### config.mk
export PLATFORM = sky130hd
export DESIGN_NAME = det_frame_arbiter_flat
export DESIGN_NICKNAME = d
export VERILOG_FILES = /design/src/rtl/det_arb_pkg.sv /design/src/rtl/det_frame_arbiter_if.sv /design/src/rtl/rr_pick.sv /design/src/rtl/det_frame_arbiter.sv /design/src/flat_wrapper.sv
export SDC_FILE = /design/constraint.sdc
export NUM_CORES = 1
export LEC_CHECK = 0
export CAP_MARGIN = 30
export CORE_MARGIN = 3
export CORE_UTILIZATION = 50
export CTS_BUF_LIST = sky130_fd_sc_hd__clkbuf_8
export CTS_CLUSTER_SIZE = 25
export DETAILED_ROUTE_END_ITERATION = 16
export PLACE_DENSITY_LB_ADDON = 0.1
export SYNTH_ARGS = -nofsm -noshare
export SYNTH_HDL_FRONTEND = slang
export SYNTH_SLANG_ARGS = --single-unit
### constraint.sdc
create_clock -name clk -period 5 [get_ports clk]
set_input_delay 1.5 -clock clk [delete_from_list [all_inputs] [get_ports clk]]
set_output_delay 1.5 -clock clk [all_outputs]
set_load 0.02 [all_outputs]
### src/rtl/det_arb_pkg.sv
// Shared state encoding, default sizes and index-width helper for the
// detector frame arbiter and its round-robin picker.
package det_arb_pkg;

  localparam int unsigned DEF_N_REQ     = 4;
  localparam int unsigned DEF_FRAME_LEN = 8;
  localparam int unsigned DEF_CNT_W     = 4;

  typedef enum logic [2:0] {
    ST_IDLE  = 3'd0,
    ST_CLEAR = 3'd1,
    ST_SHIFT = 3'd2,
    ST_DRAIN = 3'd3,
    ST_DONE  = 3'd4
  } state_e;

  // Bits needed to index n items; never narrower than one bit.
  function automatic int unsigned idx_w(input int unsigned n);
    return (n <= 1) ? 1 : $clog2(n);
  endfunction

endpackage

### src/rtl/det_frame_arbiter_if.sv
// Requester-side bus of the detector frame arbiter: level requests with
// their frames in, one-hot grant and per-frame hit count back.
interface det_frame_arbiter_if
  import det_arb_pkg::*;
#(
  parameter int unsigned N_REQ     = DEF_N_REQ,
  parameter int unsigned FRAME_LEN = DEF_FRAME_LEN,
  parameter int unsigned CNT_W     = DEF_CNT_W
) ();

  logic [N_REQ-1:0]           req;
  logic [N_REQ*FRAME_LEN-1:0] frame_data;
  logic [N_REQ-1:0]           gnt;
  logic                       done;
  logic [CNT_W-1:0]           hit_cnt;

  modport master (output req, frame_data, input gnt, done, hit_cnt);
  modport slave  (input req, frame_data, output gnt, done, hit_cnt);

endinterface

### src/rtl/rr_pick.sv
// Combinational round-robin picker: one-hot of the first set request found
// searching upward (with wrap) from last+1.
module rr_pick
  import det_arb_pkg::*;
#(
  parameter int unsigned N_REQ = DEF_N_REQ,
  parameter int unsigned IW    = idx_w(N_REQ)
) (
  input  logic [N_REQ-1:0] req,
  input  logic [IW-1:0]    last,
  output logic [N_REQ-1:0] gnt_c
);

  logic [IW-1:0] k;

  // Scan farthest to nearest so the nearest set request is written last.
  always_comb begin
    gnt_c = '0;
    k     = '0;
    for (int i = N_REQ; i >= 1; i--) begin
      k = IW'((int'(last) + i) % int'(N_REQ));
      if (req[k]) begin
        gnt_c    = '0;
        gnt_c[k] = 1'b1;
      end
    end
  end

endmodule

### src/rtl/det_frame_arbiter.sv
// Round-robin sharing of one serial sequence detector among N_REQ requesters.
// Optional abort on a dropped request: DET_ARB_ABORT_EN.
module det_frame_arbiter
  import det_arb_pkg::*;
#(
  parameter int unsigned N_REQ     = DEF_N_REQ,
  parameter int unsigned FRAME_LEN = DEF_FRAME_LEN,
  parameter int unsigned CNT_W     = DEF_CNT_W
) (
  input  logic               clk,
  input  logic               reset,
  det_frame_arbiter_if.slave bus,
  output logic               det_x,
  output logic               det_rst,
  input  logic               det_y
);

  localparam int unsigned IW = idx_w(N_REQ);
  localparam int unsigned BW = idx_w(FRAME_LEN);

  state_e               state_q, state_n;
  logic [N_REQ-1:0]     gnt_q, gnt_n, pick_c;
  logic [IW-1:0]        last_q, last_n, gidx_q, gidx_n, pick_idx_c;
  logic [BW-1:0]        idx_q, idx_n;
  logic [CNT_W-1:0]     acc_q, acc_n, hit_q, hit_n;
  logic                 done_q, done_n, det_x_n, det_rst_n;
  logic                 sample_c;
  logic [FRAME_LEN-1:0] frames [N_REQ];
  logic [FRAME_LEN-1:0] frame_c;

  for (genvar i = 0; i < N_REQ; i++) begin : g_frames
    assign frames[i] = bus.frame_data[i*FRAME_LEN +: FRAME_LEN];
  end
  assign frame_c = frames[gidx_q];

  rr_pick #(.N_REQ(N_REQ), .IW(IW)) u_pick (
    .req   (bus.req),
    .last  (last_q),
    .gnt_c (pick_c)
  );

  always_comb begin
    pick_idx_c = '0;
    for (int i = 0; i < N_REQ; i++) begin
      if (pick_c[i]) pick_idx_c = IW'(i);
    end
  end

  // det_y lags det_x by one cycle: skip the first SHIFT, include DRAIN.
  assign sample_c = ((state_q == ST_SHIFT) && (idx_q != BW'(FRAME_LEN-1))) ||
                    (state_q == ST_DRAIN);

  always_comb begin
    state_n   = state_q;
    gnt_n     = gnt_q;
    last_n    = last_q;
    gidx_n    = gidx_q;
    idx_n     = idx_q;
    acc_n     = acc_q;
    hit_n     = hit_q;
    done_n    = 1'b0;
    det_x_n   = 1'b0;
    det_rst_n = 1'b0;

    if (sample_c && det_y && (acc_q != '1)) acc_n = acc_q + CNT_W'(1);

    // Registered outputs are computed for the state being entered.
    case (state_q)
      ST_IDLE: begin
        gnt_n = '0;
        if (|bus.req) begin
          gnt_n     = pick_c;
          gidx_n    = pick_idx_c;
          det_rst_n = 1'b1;
          state_n   = ST_CLEAR;
        end
      end
      ST_CLEAR: begin
        acc_n   = '0;
        idx_n   = BW'(FRAME_LEN-1);
        det_x_n = frame_c[FRAME_LEN-1];
        state_n = ST_SHIFT;
      end
      ST_SHIFT: begin
        if (idx_q == '0) begin
          state_n = ST_DRAIN;
        end else begin
          idx_n   = idx_q - BW'(1);
          det_x_n = frame_c[idx_n];
        end
      end
      ST_DRAIN: begin
        done_n  = 1'b1;
        hit_n   = acc_n;
        state_n = ST_DONE;
      end
      ST_DONE: begin
        gnt_n   = '0;
        last_n  = gidx_q;
        state_n = ST_IDLE;
      end
      default: begin
        gnt_n   = '0;
        state_n = ST_IDLE;
      end
    endcase

`ifdef DET_ARB_ABORT_EN
    // Granted requester withdrew: abandon the frame and re-clear the detector.
    if (((state_q == ST_CLEAR) || (state_q == ST_SHIFT) || (state_q == ST_DRAIN)) &&
        !bus.req[gidx_q]) begin
      state_n   = ST_IDLE;
      gnt_n     = '0;
      last_n    = gidx_q;
      hit_n     = hit_q;
      done_n    = 1'b0;
      det_x_n   = 1'b0;
      det_rst_n = 1'b1;
    end
`endif
  end

  always_ff @(posedge clk) begin
    if (reset) begin
      state_q <= ST_IDLE;
      gnt_q   <= '0;
      last_q  <= IW'(N_REQ-1);
      gidx_q  <= '0;
      idx_q   <= '0;
      acc_q   <= '0;
      hit_q   <= '0;
      done_q  <= 1'b0;
      det_x   <= 1'b0;
      det_rst <= 1'b1;
    end else begin
      state_q <= state_n;
      gnt_q   <= gnt_n;
      last_q  <= last_n;
      gidx_q  <= gidx_n;
      idx_q   <= idx_n;
      acc_q   <= acc_n;
      hit_q   <= hit_n;
      done_q  <= done_n;
      det_x   <= det_x_n;
      det_rst <= det_rst_n;
    end
  end

  assign bus.gnt     = gnt_q;
  assign bus.done    = done_q;
  assign bus.hit_cnt = hit_q;

endmodule

### src/flat_wrapper.sv
// flat-port wrapper written by rule: the top's interface ports become plain ports
module det_frame_arbiter_flat import det_arb_pkg::*;
#(
  parameter int unsigned N_REQ     = DEF_N_REQ,
  parameter int unsigned FRAME_LEN = DEF_FRAME_LEN,
  parameter int unsigned CNT_W     = DEF_CNT_W
)
  (clk, reset, det_x, det_rst, det_y, bus_req, bus_frame_data, bus_gnt, bus_done, bus_hit_cnt);
  det_frame_arbiter_if #(.N_REQ(N_REQ), .FRAME_LEN(FRAME_LEN), .CNT_W(CNT_W)) bus_i ();
  input  logic clk;
  input  logic reset;
  output logic det_x;
  output logic det_rst;
  input  logic det_y;
  input wire logic [$bits(bus_i.req)-1:0] bus_req;
  input wire logic [$bits(bus_i.frame_data)-1:0] bus_frame_data;
  output wire logic [$bits(bus_i.gnt)-1:0] bus_gnt;
  output wire logic [$bits(bus_i.done)-1:0] bus_done;
  output wire logic [$bits(bus_i.hit_cnt)-1:0] bus_hit_cnt;
  assign bus_i.req = bus_req;
  assign bus_i.frame_data = bus_frame_data;
  assign bus_gnt = bus_i.gnt;
  assign bus_done = bus_i.done;
  assign bus_hit_cnt = bus_i.hit_cnt;
  det_frame_arbiter #(.N_REQ(N_REQ), .FRAME_LEN(FRAME_LEN), .CNT_W(CNT_W)) u_core (.clk(clk), .reset(reset), .bus(bus_i), .det_x(det_x), .det_rst(det_rst), .det_y(det_y));
endmodule
==> impl_metrics.csv <==
group,metric,value,unit
setup_path,worstReg2RegStart,"u_core.last_q[0]$_SDFFE_PP1N_",
cts,cts_tree,"built",
cts,ctsHoldBuffers,0,
setup_path,r2r_slack,2.20,ns
timing,fin_crit_sh,66.16,%
cts,htree_num_levels,1,
worst_hold_path,min_from,"u_core.bus.gnt[1]$_SDFFE_PP0N_",
floorplan,fp-row-count,20,
timing,setup_violations,0,
cts,clkSlewWorstSetupHoldPaths,0.08,ns
finish,final_nets,270,
cts,clk_latency,0.26,ns
logic_synthesis,synth_nets,224,
logic_synthesis,synthTopCellsByCount,"dfxtp_1, nor2_1, a21oi_1, ha_1, mux4_2",
logic_synthesis,yosysSeqAreaShare,29.35,%
logic_synthesis,synth_edf_count,0,
routing,drtPass1Iterations,4,
cts,ctsResizeCount,0,
grt,grt.total_usage,18.84,%
logic_synthesis,yosysWarnings,0,
finish,instances_no_fill,263,
cts,cts_made_buffers,3,
cts,cts_buffer_depth,2,
timing,finalClockSkew,0.002381,ns
place,port_buffers,49,
cts,root_buffer,"clkbuf_8",
grt,globalRoute.totalOverflow,0,
finish,seq_area,500.5,µm²
logic_synthesis,synth_cell_type_count,39,
timing,tightest_slew,0.8482,ns
routing,via_per_inst,5.810,
pwr,p_leak,0.8523,nW
grt,grt_pass1_vias,1434,
floorplan,initial_core_util,54.09,%
timing,period_needed,3.308,ns
setup_path,cp-start-kind,"input port",
grt,grt_max_degree,23,
pwr,power.internal,0.0004576,W
grt,antenna_found_initial,0,
pwr,power,0.0006987,W
setup_path,r2r-end,"u_core.bus.gnt[2]$_SDFFE_PP0N_",
place,dp_hpwl,2.953,mm
routing,vias,1528,
worst_hold_path,holdPathStages,2,
routing,wirelength,3.694,mm
pwr,switching_share,34.51,%
pwr,power.density,309.5,mW/mm²
grt,grt_pass1_wl,6.258,mm
floorplan,die-height,64.40,µm
cts,cts.sinks,25,
pwr,clkPwrFrac,16.4,%
setup_path,crit_required,5.18,ns
setup_path,path_delay_family,"compound AO/OA/AOI/OAI gates",
setup_path,rr_worst_depth,6,
logic_synthesis,async_reset_ff_share,0,%
finish,finish.utilization,71.59,%
logic_synthesis,syn_area,0.001705,mm²
logic_synthesis,avgSynthCellArea,9.801,µm²
timing,max-slew-margin-rel,42.93,%
setup_path,endpoint_kind,"flop",
routing,first_iter_violations,78,
run_status,status,"finished clean",
logic_synthesis,synth_top_area_share,29.35,%
finish,fillCellCount,253,
pwr,p_sw,0.0002411,W
pwr,seqPwrFrac,39.5,%
finish,multi_input_area,0.001136,mm²
logic_synthesis,yosys_most_used_dff,"dfxtp_1",
floorplan,die_area,0.004147,mm²
routing,drc_errors,0,
setup_path,crit_arrival,3.49,ns
routing,ant_nets,0,
place,dp_cells,259,
setup_path,crit_type,"input port to flop",
timing,rsz0062_at_grt,"false",
routing,wire_per_inst,14.05,µm
logic_synthesis,synth_seq_cells,25,
place,place_congestion,0.8536,
timing,finalHoldViolCount,0,
timing,final_max_slew_viol_count,0,
timing,tns,0,ns
setup_path,crit_slowest_cell,"mux4_2",
setup_path,path_buf_inv,1,
logic_synthesis,synth_most_common_cell,"dfxtp_1",
setup_path,slowest_delay,0.57,ns
cts,post_cts_buffers,0,
floorplan,die_w,64.40,µm
finish,diodes,0,
logic_synthesis,synth_area_leaders,"dfxtp_1, mux4_2, ha_1",
finish,drive_gt1_share,8.676,%
worst_hold_path,min_path_type,"flop to flop",
logic_synthesis,syn_inst,174,
setup_path,crit_chain,"clkdlybuf4s50_1 -> mux4_2 -> nand3b_1 -> a221oi_1 -> o21ai_0 -> a21oi_1",
job,maxCapViolCount,0,
pwr,power_frac_comb,44.1,%
finish,syn_to_final_growth,32.35,%
timing,max_freq,302.3,MHz
floorplan,core_area,0.003153,mm²
worst_hold_path,hold_end,"u_core.bus.gnt[1]$_SDFFE_PP0N_",
pwr,ir_drop,0.1286,mV
setup_path,cp_max_fo,7,
logic_synthesis,netlist.top_cell.by_area,"dfxtp_1",
floorplan,boundaryPins,50,
==> metal layers <==
metal	vias up	GRT usage [%]	share of wire (%)
li1	752	-	-
met1	711	23.07	45
met2	63	32.73	47
met3	2	3.339	7.4
met4	0	7.124	0.51
met5	-	0	0
==> placed cells by master, fill, tap and decap left out, types with 5 or more instances in the layout <==
cell type,instances
clkdlybuf4s50_1,49
a21oi_1,11
mux2i_1,5
nor2_1,18
mux2_2,5
mux4_2,9
nand2_1,6
nand3_1,5
inv_1,9
ha_1,11
a211oi_1,6
dfxtp_1,25
nor2b_1,5
==> worst min-delay path, stage by stage (launching register included) <==
cell and delay, ns:
dfxtp_1 0.32, nand2_1 0.05, a21oi_1 0.05
==> kinds of logic (layout without fill, tap and decap cells) <==
kind of cell	Yosys count	count (layout)	synth area share, %
XOR/XNOR	3	3	1.541
flip-flops	25	25	29.35
AND/OR/NAND/NOR	61	61	18.93
AO/OA/AOI/OAI	35	35	13.79
buffers and inverters	16	61	4.035
multiplexers	23	23	24.28
adder cells (fa/ha/maj)	11	11	8.070
==> worst max path at each step <==
stage | depth (start not counted) | to | startpoint
6_report | 6 | u_core.bus.gnt[2]$_SDFFE_PP0N_ | bus_req[0]
5_1_grt | 6 | u_core.gidx_q[0]$_SDFFE_PP0P_ | bus_req[0]
4_1_cts | 6 | u_core.bus.gnt[2]$_SDFFE_PP0N_ | bus_req[0]
3_5_place_dp | 6 | u_core.bus.gnt[2]$_SDFFE_PP0N_ | bus_req[0]
3_3_place_gp | 6 | u_core.gidx_q[0]$_SDFFE_PP0P_ | bus_req[0]
2_1_floorplan | 4 | u_core.det_x$_SDFF_PP0_ | bus_frame_data[31]
==> registers in the layout (all words and copies together) (netlist names) <==
name	count
u_core.idx_q	3
u_core.bus.done	1
u_core.state_q	3
u_core.gidx_q	2
u_core.bus.hit_cnt	4
u_core.last_q	2
u_core.acc_q	4
u_core.bus.gnt	4
u_core.det_rst	1
u_core.det_x	1
==> power by group through the flow <==
stage	clock network (W)	registers, W	logic [W]
detailed placement	0	0.000281	0.000308
global placement	0	0.000279	0.000298
CTS	0.000118	0.000276	0.000309
global route	0.000125	0.000285	0.000337
floorplan	0	0.000265	0.000232
finish	0.000114	0.000276	0.000308
==> area by class of cell <==
class | instances | share of cell area, %
Clock inverter | 1 | 0.1663
Inverter | 8 | 1.330
Tap cell | 44 | 2.439
Multi-Input combinational cell | 133 | 50.33
Clock buffer | 3 | 1.829
Timing Repair Buffer | 49 | 21.73
Sequential cell | 25 | 22.17
==> through the flow <==
step	hold WS [ns]	setup WS (ns)	area (µm²)
global route	0.5059	1.543	2257
floorplan	0.4907	1.984	1705
detailed placement	0.4581	1.419	2212
CTS	0.4700	1.701	2257
global placement	0.4422	1.529	2212
finish	0.4639	1.692	2257
No activity file was read; power rests on OpenSTA's default activity.
